[config.mk]
export PLATFORM = sky130hd
export DESIGN_NAME = reg16_bit_bypass
export DESIGN_NICKNAME = d
export VERILOG_FILES = /design/src/rtl/reg16_bit_bypass.sv
export SDC_FILE = /design/constraint.sdc
export NUM_CORES = 1
export LEC_CHECK = 0
export BUFFER_PORTS_ARGS = -buffer_cell sky130_fd_sc_hd__buf_2
export CAP_MARGIN = 30
export CORE_ASPECT_RATIO = 0.7
export CORE_MARGIN = 4
export CORE_UTILIZATION = 45
export CTS_BUF_LIST = sky130_fd_sc_hd__clkbuf_2
export DETAILED_ROUTE_END_ITERATION = 6
export PLACE_DENSITY = 0.72
export SETUP_SLACK_MARGIN = 0.02
export SKIP_CTS_REPAIR_TIMING = 1
export SLEW_MARGIN = 20
export SYNTH_ARGS = -nofsm -noshare
export SYNTH_HDL_FRONTEND = slang
export SYNTH_SLANG_ARGS = --single-unit
[constraint.sdc]
create_clock -name clk -period 1.05 [get_ports clk]
set_clock_uncertainty 0.1 [all_clocks]
set_input_delay 0.1575 -clock clk [delete_from_list [all_inputs] [get_ports clk]]
set_output_delay 0.1575 -clock clk [all_outputs]
set_load 0.005 [all_outputs]
[src/rtl/reg16_bit_bypass.sv]
// 16-bit storage register with write-through output: a selected write is visible on DOut in the same cycle.
// Optional synchronous clear enabled by defining REG16_BIT_BYPASS_CLR_EN (adds input port clr).
module reg16_bit_bypass #(
    parameter int WIDTH = 16
) (
    input  logic             clk,
    input  logic             rst_n,
`ifdef REG16_BIT_BYPASS_CLR_EN
    input  logic             clr,
`endif
    input  logic [WIDTH-1:0] DIn,
    input  logic             cs,
    input  logic             w,
    output logic [WIDTH-1:0] DOut
);

    logic             we_s;
    logic             clr_s;
    logic [WIDTH-1:0] q_r;
    logic [WIDTH-1:0] dout_s;

    assign we_s = cs & w;

`ifdef REG16_BIT_BYPASS_CLR_EN
    assign clr_s = clr;
`else
    assign clr_s = 1'b0;
`endif

    // storage register: clear wins over write, otherwise hold
    always_ff @(posedge clk or negedge rst_n) begin
        if (!rst_n) begin
            q_r <= {WIDTH{1'b0}};
        end else if (clr_s) begin
            q_r <= {WIDTH{1'b0}};
        end else if (we_s) begin
            q_r <= DIn;
        end else begin
            q_r <= q_r;
        end
    end

    // output select: reset forces zero even mid-write, clear bypasses like a write of zero
    always_comb begin
        dout_s = {WIDTH{1'b0}};
        if (!rst_n) begin
            dout_s = {WIDTH{1'b0}};
        end else if (clr_s) begin
            dout_s = {WIDTH{1'b0}};
        end else if (we_s) begin
            dout_s = DIn;
        end else begin
            dout_s = q_r;
        end
    end

    assign DOut = dout_s;

endmodule

==> flow_metrics.tcl, run 1 <==
set metrics [dict create \
    leakagePower_nw 0.6992 \
    cts_tree "done" \
    root_buffer "clkbuf_2" \
    internal-power_mw 1.118 \
    vias_per_cell 5.506 \
    wl_per_cell_um 15.44 \
    synth_top_flop_cell "dfrtp_1" \
    crit_path_end_kind "primary output" \
    irDropWorstVdd_mv 0.6143 \
    syn_to_final_growth_pct 46.62 \
    synth_top_cell_area_share_pct 41.56 \
    reg2reg_slack_ns -0.04 \
    ios 36 \
    syn-num-nets 111 \
    worst_slew_pin_slew_ns 0.3442 \
    crit_type "register to primary output" \
    rsz0062_at_grt "true" \
    grt.overflow.total 0 \
    fin_crit_ns 1.282 \
    drc 0 \
    hold_viol 0 \
    period_share_pct 122.1 \
    grt_start_max_net_pins 30 \
    antenna_cells 0 \
    netlist_top_cells_count "16 x dfrtp_1, 16 x nand2_1, 16 x nand4_1, 16 x o21ai_0, 10 x mux2_4" \
    synth.distinct_cells 12 \
    largest_register_ffs 16 \
    htree_num_levels 1 \
    netSwitchingFraction_pct 29.67 \
    coreArea_um2 1936 \
    synth_seq_cells 16 \
    antenna_found_initial 0 \
    synth-async-reset-ratio_pct 100.0 \
    first_iter_violations 47 \
    max_freq_mhz 780.2 \
    nNetsFinal 173 \
    cts_sinks 16 \
    dp_hpwl_mm 1.579 \
    die_x_um 63.31 \
    violations "setup timing" \
    num_vias 958 \
    syn-cell-area_um2 963.4 \
    hold_class "input pin to register" \
    switchingPower_uw 471.6 \
    crit_fanout 2 \
    pwr-share-seq_pct 47.7 \
    start_util_pct 49.77 \
    die_area_um2 2957 \
    cp.arrival_ns 1.02 \
    tns_ns -3.015 \
    top_register "q_r" \
    cts_inserted_buffers 3 \
    drtPass1Iterations 4 \
    finalMaxSlewViolations 0 \
    grt_pass1_wl_mm 3.588 \
    worst_setup_path_start_kind "register" \
    slew_headroom_pct 76.98 \
    post-synth-top-area-cell "dfrtp_1" \
    synth_top_cells_by_area "dfrtp_1 42%, mux2_4 16%, nand4_1 10%" \
    grt_pass1_vias 817 \
    comb_power_share_pct 34.3 \
    routed_wl_mm 2.687 \
    synth_enable_flop_cells 0 \
    setup_viol 17 \
    power.total_mw 1.589 \
    gr-usage-all-layers_pct 16.14 \
    drv_cap 0 \
    layout-drive-gt1-share_pct 46.05 \
    clock_path_buffers 2 \
    syn_area_per_cell_um2 10.59 \
    dieHeight_um 46.71 \
    syn_inst 91 \
    postLayoutCellArea_um2 1413 \
    gp_congestion 0.7669 \
    ant_nets 0 \
    place_ws_ns -0.07759 \
    worstPathRequired_ns 0.79 \
    place.port_buffers 35 \
    rows 13 \
    reg_top3 "q_r (16)" \
    setup_ws_ns -0.2318 \
    status "finished, violations left" \
    p_clk_share_pct 18.0 \
    yosysWarnings 0 \
    placed_area_um2 1175 \
    path_clk_slew_ns 0.15 \
    hold_slack_ns 0.01956 \
    synth-seq-area-share_pct 41.56 \
    clk_latency_ns 0.29 \
    powerDensity_nw_per_um2 1125 \
]
==> power groups by stage <==
stage | combinational (mW) | clock [mW] | sequential, mW
finish | 0.545 | 0.286 | 0.758
global route | 0.594 | 0.325 | 0.767
CTS | 0.425 | 0.293 | 0.754
detailed placement | 0.421 | 0 | 0.767
global placement | 0.413 | 0 | 0.761
floorplan | 0.266 | 0 | 0.752
==> metrics by stage <==
stage | utilization [%] | std cells
floorplan | - | 91
global placement | 60.70 | 147
detailed placement | 60.70 | 147
CTS | 61.67 | 151
global route | 72.98 | 174
finish | 72.98 | 174
==> worst paths after layout <==
kind	start	endpoint	cells after the start
max reg2reg	q_r[13]	q_r[13]	3
min	DIn[13]	q_r[13]	2
max	q_r[13]	DOut[13]	3
min reg2reg	q_r[3]	q_r[3]	1
min in group asynchronous	rst_n	q_r[14]	3
max in group asynchronous	rst_n	q_r[15]	4
==> critical path, stage by stage, from the launching register on <==
cell and delay (ns):
dfrtp_1 0.39, nand2_1 0.07, o21ai_1 0.14, buf_2 0.14
==> cell families after synthesis <==
| family | Yosys count | synth area share (%) |
|---|---|---|
| muxes | 16 | 22.60 |
| AOI/OAI and AO/OA | 16 | 8.312 |
| DFF | 16 | 41.56 |
| and+or+nand+nor | 34 | 19.61 |
| buffers and inverters | 9 | 7.922 |
==> area by class of cell <==
type,count,area (um2)
flip-flops and latches,16,400.4
well taps,22,27.53
repair buffers,66,479.2
multi-input cells,66,486.7
fillers,135,523.0
clock buffers,3,15.01
clock inverters,1,3.754
==> metal layers <==
metal	GRT usage [%]	vias up	share of wire, %
met3	5.122	5	5.8
met2	29.56	29	54
met1	17.81	468	39
met5	0	-	0
met4	7.725	0	1.0
li1	-	456	-
==> cell usage in the layout, fill, tap and decap left out, drive strengths merged <==
cell type,n
nand4,16
clkbuf,3
o21ai,16
dfrtp,16
mux2,16
buf,49
dlygate4sd3,17
nand2,17
clkinv,1
and2,1
Power figures use the tool's default switching activity.
==> run 2, diff against run 1 <==
ABC_AREA = 1   (was default)
PLACE_DENSITY = 0.71   (was 0.72)
==> run 2 against run 1 <==
Compared with the run above: the flow still finishes with violations (setup timing); highest routed layer unchanged; maximum frequency is 0.64% lower; total power is 5.4% lower; first-iteration DRC count is 32% lower; area after synthesis is 5.1% higher; largest cell class is now sequential cells; worst setup slack worse by 0.0083 ns; final cell count is 26% higher; non-clock buffer count is 12 lower; via count is 6.7% lower.
==> flow_metrics.tcl, run 2 <==
set metrics [dict create \
    num_vias 894 \
    synth_top_flop_cell "dfrtp_1" \
    path_clk_slew_ns 0.15 \
    path_delay_family "flip-flops" \
    vias_per_cell 4.082 \
    cp.arrival_ns 1.03 \
    synth_seq_cells 16 \
    placed_area_um2 1290 \
    first_iter_violations 32 \
    setup_ws_ns -0.2400 \
    fin_crit_ns 1.290 \
    synth_enable_flop_cells 0 \
    place.port_buffers 35 \
    drv_cap 0 \
    post-synth-top-area-cell "dfrtp_1" \
    cts_inserted_buffers 3 \
    nNetsFinal 209 \
    comb_power_share_pct 34.8 \
    r2r_end "q_r[0]" \
    violations "setup timing" \
    crit_slowest_cell "dfrtp_1" \
    clock_path_buffers 2 \
    worstPathRequired_ns 0.79 \
    fillers 205 \
    reg2regPathDepth 6 \
    crit_path_end_kind "primary output" \
    start_util_pct 47.37 \
    period_share_pct 122.9 \
    syn_to_final_growth_pct 33.37 \
    slew_headroom_pct 85.96 \
    max_freq_mhz 775.2 \
    crit_path_frequent_cell "nand2_1" \
    syn_inst 136 \
    routed_wl_mm 2.063 \
    wl_per_cell_um 9.420 \
    synth.distinct_cells 13 \
    irDropWorstVdd_mv 0.7608 \
    antenna_cells 0 \
    die_x_um 64.69 \
    synth-async-reset-ratio_pct 100.0 \
    synth_top_cells_by_area "dfrtp_1 40%, inv_1 18%, nand2_2 11%" \
    cpPeakStageDelay_ns 0.35 \
    switchingPower_uw 481.1 \
    place_ws_ns -0.04441 \
    gp_congestion 0.7524 \
    clk_latency_ns 0.28 \
    antenna_found_initial 0 \
    hold_class "input pin to register" \
    cts_tree "done" \
    reg2reg_from "q_r[0]" \
    finalMaxSlewViolations 0 \
    worst_slew_pin_slew_ns 0.2106 \
    layout-drive-gt1-share_pct 50.27 \
    hp-start "DIn[2]" \
    ant_nets 0 \
    synth.most_common_cell "inv_1" \
    holdPathEnd "q_r[2]" \
    reg_top3 "q_r (16)" \
    rsz0062_at_grt "true" \
    seqCellArea_um2 400.4 \
    final_common_cell "inv_1" \
    drtPass1Iterations 4 \
    syn_area_per_cell_um2 7.443 \
    mostFrequentLayoutCells "43 x inv_1, 35 x buf_2, 17 x nand2_2, 17 x buf_4" \
    holdPathStages 5 \
    root_buffer "clkbuf_2" \
    leakagePower_nw 0.8637 \
    ios 36 \
    status "finished, violations left" \
    grt_start_max_net_pins 17 \
    crit_fanout 2 \
    gr-usage-all-layers_pct 14.53 \
    dp.cells 212 \
    setup_viol 16 \
    grt_pass1_vias 757 \
    multi_input_area_um2 377.9 \
    rows 14 \
    hold_viol 0 \
    largest_register_ffs 16 \
    synth_top_cell_area_share_pct 39.56 \
    syn-cell-area_um2 1012 \
    powerDensity_nw_per_um2 1114 \
    grt.overflow.total 0 \
    fin_cells 219 \
    cp_cell_sequence "inv_1 > nand2_1 > nand2_1 > nor2_1 > buf_2" \
    drc 0 \
    postLayoutCellArea_um2 1350 \
    yosysWarnings 0 \
    tns_ns -3.339 \
    top_register "q_r" \
    internal-power_mw 1.022 \
    netSwitchingFraction_pct 32.00 \
    cts_sinks 16 \
    dp_hpwl_mm 1.555 \
    synth-seq-area-share_pct 39.56 \
    syn-num-nets 156 \
    die_area_um2 3084 \
    dieHeight_um 47.68 \
    p_clk_share_pct 17.7 \
    crit_buf_inv 2 \
    pwr-share-seq_pct 47.6 \
    coreArea_um2 2137 \
    crit_type "register to primary output" \
    grt_pass1_wl_mm 3.332 \
    netlist_top_cells_count "49 x inv_1, 18 x nand2_2, 16 x dfrtp_1, 16 x nand3_1, 12 x nand2_1" \
    htree_num_levels 1 \
    reg2reg_slack_ns 0.08 \
    worst_setup_path_start_kind "register" \
]
## run 2: cell count changes in the layout (fill, tap and decap cells not counted), moves of 16 or more
cell	before	now
inv_1	0	43
nand2_2	0	17
dlygate4sd3_1	17	1
nand3_1	0	16
nand4_1	16	0
o21ai_1	16	0
## run 2: logic make-up after synthesis
group                  Yosys count  synth area share (%)
buffers and inverters           55                 24.35
AND/OR/NAND/NOR                 65                 36.09
flip-flops                      16                 39.55
## run 2: area by class of cell
cell class / count / area share [%]
Inverter: 49 / 13.62
Timing Repair Buffer: 54 / 24.65
Multi-Input combinational cell: 65 / 27.99
Tap cell: 32 / 2.966
Sequential cell: 16 / 29.66
Clock buffer: 3 / 1.112
## run 2: how the worst max path moves through the flow
stage / from / to / slack [ns] / depth (start not counted)
after floorplan: cs / DOut[10] / 0.12 / 6
after global placement: cs / DOut[8] / -0.03 / 6
after detailed placement: cs / DOut[4] / -0.04 / 6
after CTS: q_r[5] / DOut[5] / -0.26 / 5
after global routing: q_r[0] / DOut[0] / -0.34 / 5
final: q_r[0] / DOut[0] / -0.24 / 5
## run 2: power groups by stage
stage                     clock network [mW]  logic [mW]  registers [mW]
after global placement                     0       0.488           0.721
after floorplan                            0       0.304           0.718
after CTS                              0.280       0.499           0.710
after global routing                   0.305       0.593           0.725
final                                  0.266       0.523           0.715
after detailed placement                   0       0.495           0.723
## run 2: worst register-to-register path, delay by kind of cell (launching register included)
| kind | cells | cell delay, ns |
|---|---|---|
| flip-flops | 1 | 0.39 |
| buffers and inverters | 4 | 0.27 |
| AND/OR/NAND/NOR | 2 | 0.14 |
## run 2: routing by layer
| layer | part of all wire (%) | GRT usage, % | vias to the layer above |
|---|---|---|---|
| met5 | 0 | 0 | - |
| met4 | 0.39 | 3.782 | 0 |
| met3 | 4.3 | 4.930 | 2 |
| met2 | 51 | 25.61 | 17 |
| met1 | 44 | 17.65 | 400 |
| li1 | - | - | 475 |
## run 2: per-stage QoR
step | hold WS (ns) | util (%) | total power [mW]
after floorplan | -0.2381 | - | 1.022
after global placement | 0.03886 | 60.36 | 1.209
after detailed placement | 0.04590 | 60.36 | 1.218
after CTS | -0.2914 | 61.07 | 1.490
after global routing | 0.07679 | 63.17 | 1.623
final | 0.05899 | 63.17 | 1.503
==> run 3, diff against run 2 <==
PLACE_DENSITY = 0.84   (was 0.71)
==> run 3 against run 2 <==
Compared with the run above: the run still ends with setup timing left; flip-flop and latch count stayed put; largest cell class is now non-clock buffers; sequential power rose by 0.7%; hold slack better by 0.021 ns; wire length up 23%; count of clock-buffer cells in the layout is the same.
==> flow_metrics.tcl, run 3 (synthesis gave the netlist of run 2 again) <==
set metrics [dict create \
    switchingPower_uw 523.2 \
    htree_num_levels 1 \
    netSwitchingFraction_pct 32.51 \
    hold_class "input pin to register" \
    worstPathRequired_ns 0.79 \
    dieHeight_um 47.68 \
    coreArea_um2 2137 \
    hold_slack_ns 0.07997 \
    place_ws_ns -0.09893 \
    drv_cap 0 \
    leakagePower_nw 0.9130 \
    powerDensity_nw_per_um2 1122 \
    setup_viol 16 \
    cts_inserted_buffers 3 \
    status "finished, violations left" \
    p_clk_share_pct 16.7 \
    violations "setup timing" \
    reg2regPathDepth 6 \
    clock_path_buffers 2 \
    clk_latency_ns 0.28 \
    holdPathStages 5 \
    vias_per_cell 4.285 \
    crit_fanout 2 \
    dp_hpwl_mm 1.724 \
    worst_setup_path_start_kind "register" \
    die_area_um2 3084 \
    root_buffer "clkbuf_2" \
    crit_type "register to primary output" \
    period_share_pct 124.1 \
    top_register "q_r" \
    layout-drive-gt1-share_pct 54.08 \
    antenna_found_initial 0 \
    max_freq_mhz 767.5 \
    comb_power_share_pct 38.6 \
    hold_viol 0 \
    drtPass1Iterations 5 \
    routed_wl_mm 2.536 \
    reg2reg_slack_ns 0.04 \
    rows 14 \
    largest_register_ffs 16 \
    wl_per_cell_um 11.12 \
    cts_tree "done" \
    first_iter_violations 33 \
    grt.overflow.total 0 \
    cp.arrival_ns 1.05 \
    nNetsFinal 218 \
    ant_nets 0 \
    path_clk_slew_ns 0.16 \
    ios 36 \
    die_x_um 64.69 \
    grt_pass1_wl_mm 3.553 \
    finalMaxSlewViolations 0 \
    worst_slew_pin_slew_ns 0.2167 \
    gp_congestion 0.7683 \
    pwr-share-seq_pct 44.7 \
    grt_pass1_vias 853 \
    start_util_pct 47.37 \
    grt_start_max_net_pins 17 \
    slew_headroom_pct 85.55 \
    fin_crit_ns 1.303 \
    cts_sinks 16 \
    drc 0 \
    internal-power_mw 1.086 \
    antenna_cells 0 \
    irDropWorstVdd_mv 0.9386 \
    mostFrequentLayoutCells "42 x inv_1, 35 x buf_2, 25 x buf_4" \
    setup_ws_ns -0.2530 \
    num_vias 977 \
    crit_path_end_kind "primary output" \
    gr-usage-all-layers_pct 15.15 \
    syn_to_final_growth_pct 41.78 \
    rsz0062_at_grt "true" \
    place.port_buffers 35 \
    final_common_cell "inv_1" \
    reg_top3 "q_r (16)" \
]
## run 3: power by group through the flow
stage / Clock (mW) / Combinational, mW / Sequential, mW
2_1_floorplan: 0 / 0.304 / 0.718
3_3_place_gp: 0 / 0.508 / 0.721
3_5_place_dp: 0 / 0.522 / 0.726
4_1_cts: 0.270 / 0.527 / 0.714
5_1_grt: 0.319 / 0.682 / 0.726
6_report: 0.269 / 0.620 / 0.720
## run 3: critical path: stages (launching register included)
cell and delay, ns:
dfrtp_1 0.39, inv_1 0.06, nand2_2 0.06, nand2_2 0.09, nor2_2 0.04, buf_2 0.12
## run 3: area by class of cell
type | count | area (um2)
fillers | 196 | 701.9
repair buffers | 63 | 412.9
flip-flops and latches | 16 | 400.4
multi-input cells | 65 | 382.9
inverters | 49 | 183.9
well taps | 32 | 40.04
clock buffers | 3 | 15.01
## run 3: worst paths after layout
path	start	to
worst max-delay path	q_r[9]	DOut[9]
worst min-delay path	DIn[12]	q_r[12]
worst max register to register	q_r[9]	q_r[9]
worst min register to register	q_r[12]	q_r[12]
max in group asynchronous	rst_n	q_r[4]
min in group asynchronous	rst_n	q_r[10]
## run 3: through the flow
stage | instance area, um2 | util, % | TNS, ns | std cells | total power, mW
after detailed placement | 1310 | 61.30 | -0.7274 | 213 | 1.248
after global placement | 1310 | 61.30 | -0.2506 | 213 | 1.229
after CTS | 1325 | 62.00 | -3.854 | 216 | 1.511
after global routing | 1435 | 67.15 | -4.991 | 228 | 1.727
after floorplan | 1012 | - | 0 | 136 | 1.022
final | 1435 | 67.15 | -3.582 | 228 | 1.610
## run 3: routing by layer
metal	share of wire (%)	GRT usage, %	up-vias
met1	43	17.92	456
met2	51	29.30	30
li1	-	-	491
met4	0	0	0
met3	6.2	5.164	0
met5	0	0	-
